## src/rtl/elevator_request_tracker.sv

```systemverilog
// Request capture and scheduling ahead of the elevator FSM: edge-detects buttons,
// latches pending requests, and runs a one-floor-per-cycle scan for direction hints.
module elevator_request_tracker #(
  parameter int FLOOR_COUNT = 10
) (
  input  logic                   clock,
  input  logic                   reset,
  input  logic [FLOOR_COUNT-1:0] hall_up_btn,
  input  logic [FLOOR_COUNT-1:0] hall_down_btn,
  input  logic [FLOOR_COUNT-1:0] cabin_btn,
  input  logic [31:0]            position,
  input  logic                   serve_valid,
  input  logic                   serve_dir,
  input  logic                   scan_start,
  output logic [FLOOR_COUNT-1:0] hall_up_pending,
  output logic [FLOOR_COUNT-1:0] hall_down_pending,
  output logic [FLOOR_COUNT-1:0] cabin_pending,
  output logic                   busy,
  output logic                   scan_done,
  output logic [7:0]             count_up,
  output logic [7:0]             count_down,
  output logic [7:0]             nearest_up,
  output logic [7:0]             nearest_down
);

  typedef enum logic [1:0] {IDLE, SCAN, DONE} state_t;

  localparam logic [7:0] LAST_IDX = 8'(FLOOR_COUNT - 1);
  // Top floor has no "up" hall call and ground floor has no "down" hall call.
  localparam logic [FLOOR_COUNT-1:0] UP_MASK   = {1'b0, {(FLOOR_COUNT-1){1'b1}}};
  localparam logic [FLOOR_COUNT-1:0] DOWN_MASK = {{(FLOOR_COUNT-1){1'b1}}, 1'b0};

  state_t state, next_state;

  logic [FLOOR_COUNT-1:0] hall_up_q, hall_down_q, cabin_q;
  logic [FLOOR_COUNT-1:0] press_up, press_down, press_cabin;
  logic [FLOOR_COUNT-1:0] clr;
  logic [FLOOR_COUNT-1:0] up_next, down_next, cabin_next;
  logic [FLOOR_COUNT-1:0] any;

  logic [31:0]            pos_q;
  logic [FLOOR_COUNT-1:0] snap;
  logic [7:0]             idx;
  logic [7:0]             cnt_up, cnt_down;
  logic [7:0]             near_up, near_down;
  logic                   found_up;
  logic [31:0]            idx_wide;

  assign press_up    = hall_up_btn   & ~hall_up_q   & UP_MASK;
  assign press_down  = hall_down_btn & ~hall_down_q & DOWN_MASK;
  assign press_cabin = cabin_btn     & ~cabin_q;

  // One-hot clear; an out-of-range position simply matches no floor.
  always_comb begin
    clr = '0;
    for (int f = 0; f < FLOOR_COUNT; f++) begin
      clr[f] = serve_valid && (position == 32'(f));
    end
  end

  // Clear first, then OR in new presses so a same-cycle press wins.
  assign up_next    = (hall_up_pending   & ~(clr & {FLOOR_COUNT{serve_dir}}))  | press_up;
  assign down_next  = (hall_down_pending & ~(clr & {FLOOR_COUNT{~serve_dir}})) | press_down;
  assign cabin_next = (cabin_pending     & ~clr) | press_cabin;

  assign any = hall_up_pending | hall_down_pending | cabin_pending;

  always_ff @(posedge clock or posedge reset) begin
    if (reset) begin
      hall_up_q         <= '0;
      hall_down_q       <= '0;
      cabin_q           <= '0;
      hall_up_pending   <= '0;
      hall_down_pending <= '0;
      cabin_pending     <= '0;
    end else begin
      hall_up_q         <= hall_up_btn;
      hall_down_q       <= hall_down_btn;
      cabin_q           <= cabin_btn;
      hall_up_pending   <= up_next;
      hall_down_pending <= down_next;
      cabin_pending     <= cabin_next;
    end
  end

  always_ff @(posedge clock or posedge reset) begin
    if (reset) begin
      state <= IDLE;
    end else begin
      state <= next_state;
    end
  end

  always_comb begin
    next_state = state;
    case (state)
      IDLE:    if (scan_start) next_state = SCAN;
      SCAN:    if (idx == LAST_IDX) next_state = DONE;
      DONE:    next_state = IDLE;
      default: next_state = IDLE;
    endcase
  end

  assign busy     = (state != IDLE);
  assign idx_wide = {24'd0, idx};

  // Scan datapath: snap shifts right so bit 0 is always the floor at idx.
  always_ff @(posedge clock or posedge reset) begin
    if (reset) begin
      pos_q        <= '0;
      snap         <= '0;
      idx          <= '0;
      cnt_up       <= '0;
      cnt_down     <= '0;
      near_up      <= '0;
      near_down    <= '0;
      found_up     <= 1'b0;
      scan_done    <= 1'b0;
      count_up     <= '0;
      count_down   <= '0;
      nearest_up   <= '0;
      nearest_down <= '0;
    end else begin
      scan_done <= 1'b0;
      case (state)
        IDLE: begin
          if (scan_start) begin
            pos_q     <= position;
            snap      <= any;
            idx       <= '0;
            cnt_up    <= '0;
            cnt_down  <= '0;
            near_up   <= '0;
            near_down <= '0;
            found_up  <= 1'b0;
          end
        end
        SCAN: begin
          if (snap[0]) begin
            if (idx_wide > pos_q) begin
              cnt_up <= cnt_up + 8'd1;
              if (!found_up) begin
                near_up  <= idx;
                found_up <= 1'b1;
              end
            end else if (idx_wide < pos_q) begin
              cnt_down  <= cnt_down + 8'd1;
              near_down <= idx;
            end
          end
          snap <= snap >> 1;
          if (idx != LAST_IDX) idx <= idx + 8'd1;
        end
        DONE: begin
          scan_done    <= 1'b1;
          count_up     <= cnt_up;
          count_down   <= cnt_down;
          nearest_up   <= found_up ? near_up : pos_q[7:0];
          nearest_down <= (cnt_down != 8'd0) ? near_down : pos_q[7:0];
        end
        default: ;
      endcase
    end
  end

endmodule

```

## config.mk

```make
export PLATFORM = sky130hd
export DESIGN_NAME = elevator_request_tracker
export DESIGN_NICKNAME = d
export VERILOG_FILES = /design/src/rtl/elevator_request_tracker.sv
export SDC_FILE = /design/constraint.sdc
export NUM_CORES = 1
export LEC_CHECK = 0
export ABC_AREA = 1
export BUFFER_PORTS_ARGS = -buffer_cell sky130_fd_sc_hd__buf_2
export CORE_UTILIZATION = 29
export CTS_BUF_LIST = sky130_fd_sc_hd__clkbuf_16
export DETAILED_ROUTE_END_ITERATION = 10
export PLACE_DENSITY = 0.59
export SYNTH_ARGS = -nofsm -noshare
export SYNTH_HDL_FRONTEND = slang
export SYNTH_SLANG_ARGS = --single-unit
export TNS_END_PERCENT = 10
```

## constraint.sdc

```tcl
create_clock -name clock -period 4.6 [get_ports clock]
set_input_delay 0.23 -clock clock [delete_from_list [all_inputs] [get_ports clock]]
set_output_delay 0.23 -clock clock [all_outputs]
set_load 0.03 [all_outputs]
```

==> impl_metrics.py <==
metrics = {
    "sta": {
        "skew_ps": 15.19,
        "relSlewSlack_pct": 34.76,
        "slew_violations": 0,
        "rsz0062_at_grt": "no",
        "setup_viol": 0,
        "worst_pin_slew_ps": 978.6,
        "fmax_mhz": 375.7,
        "hold_viol_final": 0,
        "period_minus_slack_ps": 2662,
        "setup_tns_ps": 0,
        "finalCritPeriodShare_pct": 57.87,
        "setup_ws_ps": 1938,
    },
    "floorplan": {
        "rows": 58,
        "initial_core_util_pct": 29.87,
        "pin_count": 131,
        "dieArea_sq_um": 26810,
        "die_w_um": 163.8,
        "coreArea_sq_um": 25400,
        "die-height_um": 163.8,
    },
    "power": {
        "power.total_mw": 5.165,
        "p_leak_nw": 4.576,
        "ir_drop_mv": 0.2833,
        "p_per_area_nw_per_um2": 548.8,
    },
    "place": {
        "dpl_cell_area_sq_um": 8557,
        "hpwl_mm": 12.38,
        "gp_routability_congestion": 0.7721,
        "portBuffers": 128,
        "dp_slack_ps": 1856,
    },
    "clock_network": {
        "clockBufferDepth": 2,
        "clock_latency_ps": 430,
        "clock_sinks": 176,
        "path_clk_slew_ps": 80,
        "cts_tree": "built",
        "cts-buffers-inserted": 17,
        "htreeDepth": 4,
        "clockRootBuffer": "clkbuf_16",
        "ctsResizeCount": 0,
    },
    "yosys": {
        "ys_ff_latch": 176,
        "synthesis.nets": 937,
        "yosysUniqueCellTypes": 35,
        "synth_area_sq_um": 7587,
        "syn_inst": 857,
        "yosys_warnings": 0,
        "yosysSeqAreaShare_pct": 58.05,
        "post_synth.cell_area_avg_sq_um": 8.853,
    },
    "worst_setup_path": {
        "rr_worst_depth": 6,
        "required_ps": 4930,
        "end_kind": "register",
        "cp_max_fo": 60,
        "rrSetupSlack_ps": 1940,
        "critPathLaunchType": "register",
        "critPathKind": "register to register",
        "cp.arrival_ps": 2990,
    },
    "drt": {
        "route.vias.total": 6094,
        "wl_met2_mm": 8.317,
        "met3_length_mm": 1.029,
        "ant_nets": 0,
        "met1Wirelength_mm": 8.702,
        "drtPass1Iterations": 5,
        "wl_mm": 18.21,
        "maxUsedRoutingLayer": "met5",
        "drtIter0Drc": 417,
        "drc": 0,
        "post_drt_via_cell_ratio": 4.497,
        "wl_per_cell_um": 13.44,
    },
    "global_route": {
        "grt_pass1_wl_mm": 30.39,
        "grt_max_degree": 177,
        "first_global_vias": 6062,
        "antenna_found_initial": 6,
        "overflow": 0,
        "grt_use_total_pct": 14.42,
    },
    "finish": {
        "layout-drive-gt1-share_pct": 17.48,
        "final_nets": 1091,
        "final_area_sq_um": 9412,
        "area_growth_pct": 24.04,
        "final_core_util_pct": 37.05,
    },
    "min_path": {
        "min_path_type": "primary input to asynchronous set/reset pin",
    },
    "status": {
        "run_status": "finished clean",
    },
    "run": {
        "max-cap-violations": 0,
    },
}
## timing repair
item                                   4_1_cts  5_1_grt
buffers inserted                             0        0
endpoints found under the hold margin       28        0
hold buffers                                28        0
## registers in the layout, indices dropped and copies added, names as in the netlist, 9 cells and up
register           cells
pos_q                 32
hall_up_pending       10
hall_down_pending     10
cabin_q               10
hall_up_q              9
hall_down_q            9
snap                  10
cabin_pending         10
## final timing paths
kind | start | end
min in group clock | position[10] | pos_q[10]
max in group asynchronous | reset | cabin_pending[2]
worst min-delay path | reset | count_down[2]
worst min register to register | cabin_q[7] | cabin_pending[7]
worst max register to register | state[1] | snap[9]
worst max-delay path | state[1] | snap[9]
## critical path, cell delays in order, from the launching register on
cell,delay [ps]
dfrtp_1,400
nor2_1,80
nand2_2,710
inv_1,640
nor2_2,520
nand2_1,80
o21ai_0,100
## Yosys cell counts
master / count / area, sq um
o21ai_0: 88 / 440.4
xor2_1: 8 / 70.07
ha_1: 13 / 162.7
clkbuf_1: 16 / 60.06
nand3_2: 1 / 10.01
a21o_1: 1 / 7.510
nand2_4: 3 / 33.78
o21ai_1: 9 / 45.04
clkinv_1: 1 / 3.750
nor3b_2: 1 / 12.51
or2_2: 1 / 6.260
o21ai_4: 1 / 16.27
buf_8: 1 / 15.01
nor4_4: 1 / 21.27
inv_2: 1 / 3.750
dfrtp_1: 176 / 4404
o31ai_1: 9 / 67.56
a21boi_0: 1 / 7.510
inv_1: 103 / 386.6
o22ai_1: 4 / 25.02
buf_2: 4 / 20.02
nand2_2: 3 / 18.77
o211ai_1: 1 / 7.510
nor2_2: 1 / 6.260
nand3_1: 25 / 125.1
nor3_1: 4 / 20.02
buf_6: 2 / 22.52
nor4_1: 1 / 6.260
nand3b_1: 2 / 15.01
nand4_1: 29 / 181.4
a21oi_1: 38 / 190.2
nor2_1: 66 / 247.7
buf_4: 1 / 7.510
nand2_1: 239 / 897.1
nor2_4: 2 / 22.52
## metrics by stage
step	cells	hold WS, ps
after CTS	1354	19.24
after floorplan	857	261.4
after global routing	1355	35.58
final	1355	17.72
after detailed placement	1294	354.1
after global placement	1294	352.3
## where the power goes
part	switching (mW)	internal (mW)	leakage (nW)
Sequential	0.294	1.94	2.07
Clock	0.692	0.720	0.279
Combinational	1.05	0.477	2.23
Total	2.03	3.13	4.58
## cell usage in the layout, fill, tap and decap left out, types with 2 or more instances in the layout
master,count
inv_8,4
inv_1,102
clkinv_1,2
nor2_4,2
dlygate4sd3_1,28
clkinvlp_4,2
xor2_1,8
nand4_1,29
o21ai_0,88
o22ai_1,4
clkinv_4,3
nand2_4,3
clkbuf_16,17
clkinv_8,2
dfrtp_1,176
inv_6,3
nor2_1,66
o31ai_1,9
nand3_1,25
o21ai_1,9
nor3_1,4
ha_1,13
nand2_2,4
buf_2,128
a21oi_1,38
nand3b_1,2
buf_4,2
nand2_1,238
## layout make-up
cell class              instances  area, sq um
fillers                      2645        15990
clock buffers                  17        425.4
repair buffers                159        955.9
clock inverters                15        146.4
diodes                          1        2.502
multi-input cells             552         2666
inverters                     105        397.9
flip-flops and latches        176         4404
well taps                     330        412.9
## cell families (layout without fill, tap and decap cells)
logic type | after synthesis | after routing | share of synthesized area [%]
flip-flops | 176 | 176 | 58.05
other | 0 | 1 | 0
AO/OA/AOI/OAI | 152 | 152 | 10.64
buffers and inverters | 129 | 296 | 6.844
XOR/XNOR | 8 | 8 | 0.9235
AND/OR/NAND/NOR | 379 | 379 | 21.41
adder cells (fa/ha/maj) | 13 | 13 | 2.144
## layer usage
| layer | global-route usage (%) | up-vias |
|---|---|---|
| li1 | - | 3071 |
| met1 | 19.43 | 2855 |
| met2 | 22.98 | 143 |
| met3 | 3.788 | 17 |
| met4 | 3.620 | 8 |
| met5 | 0 | - |
Power figures use the tool's default switching activity.
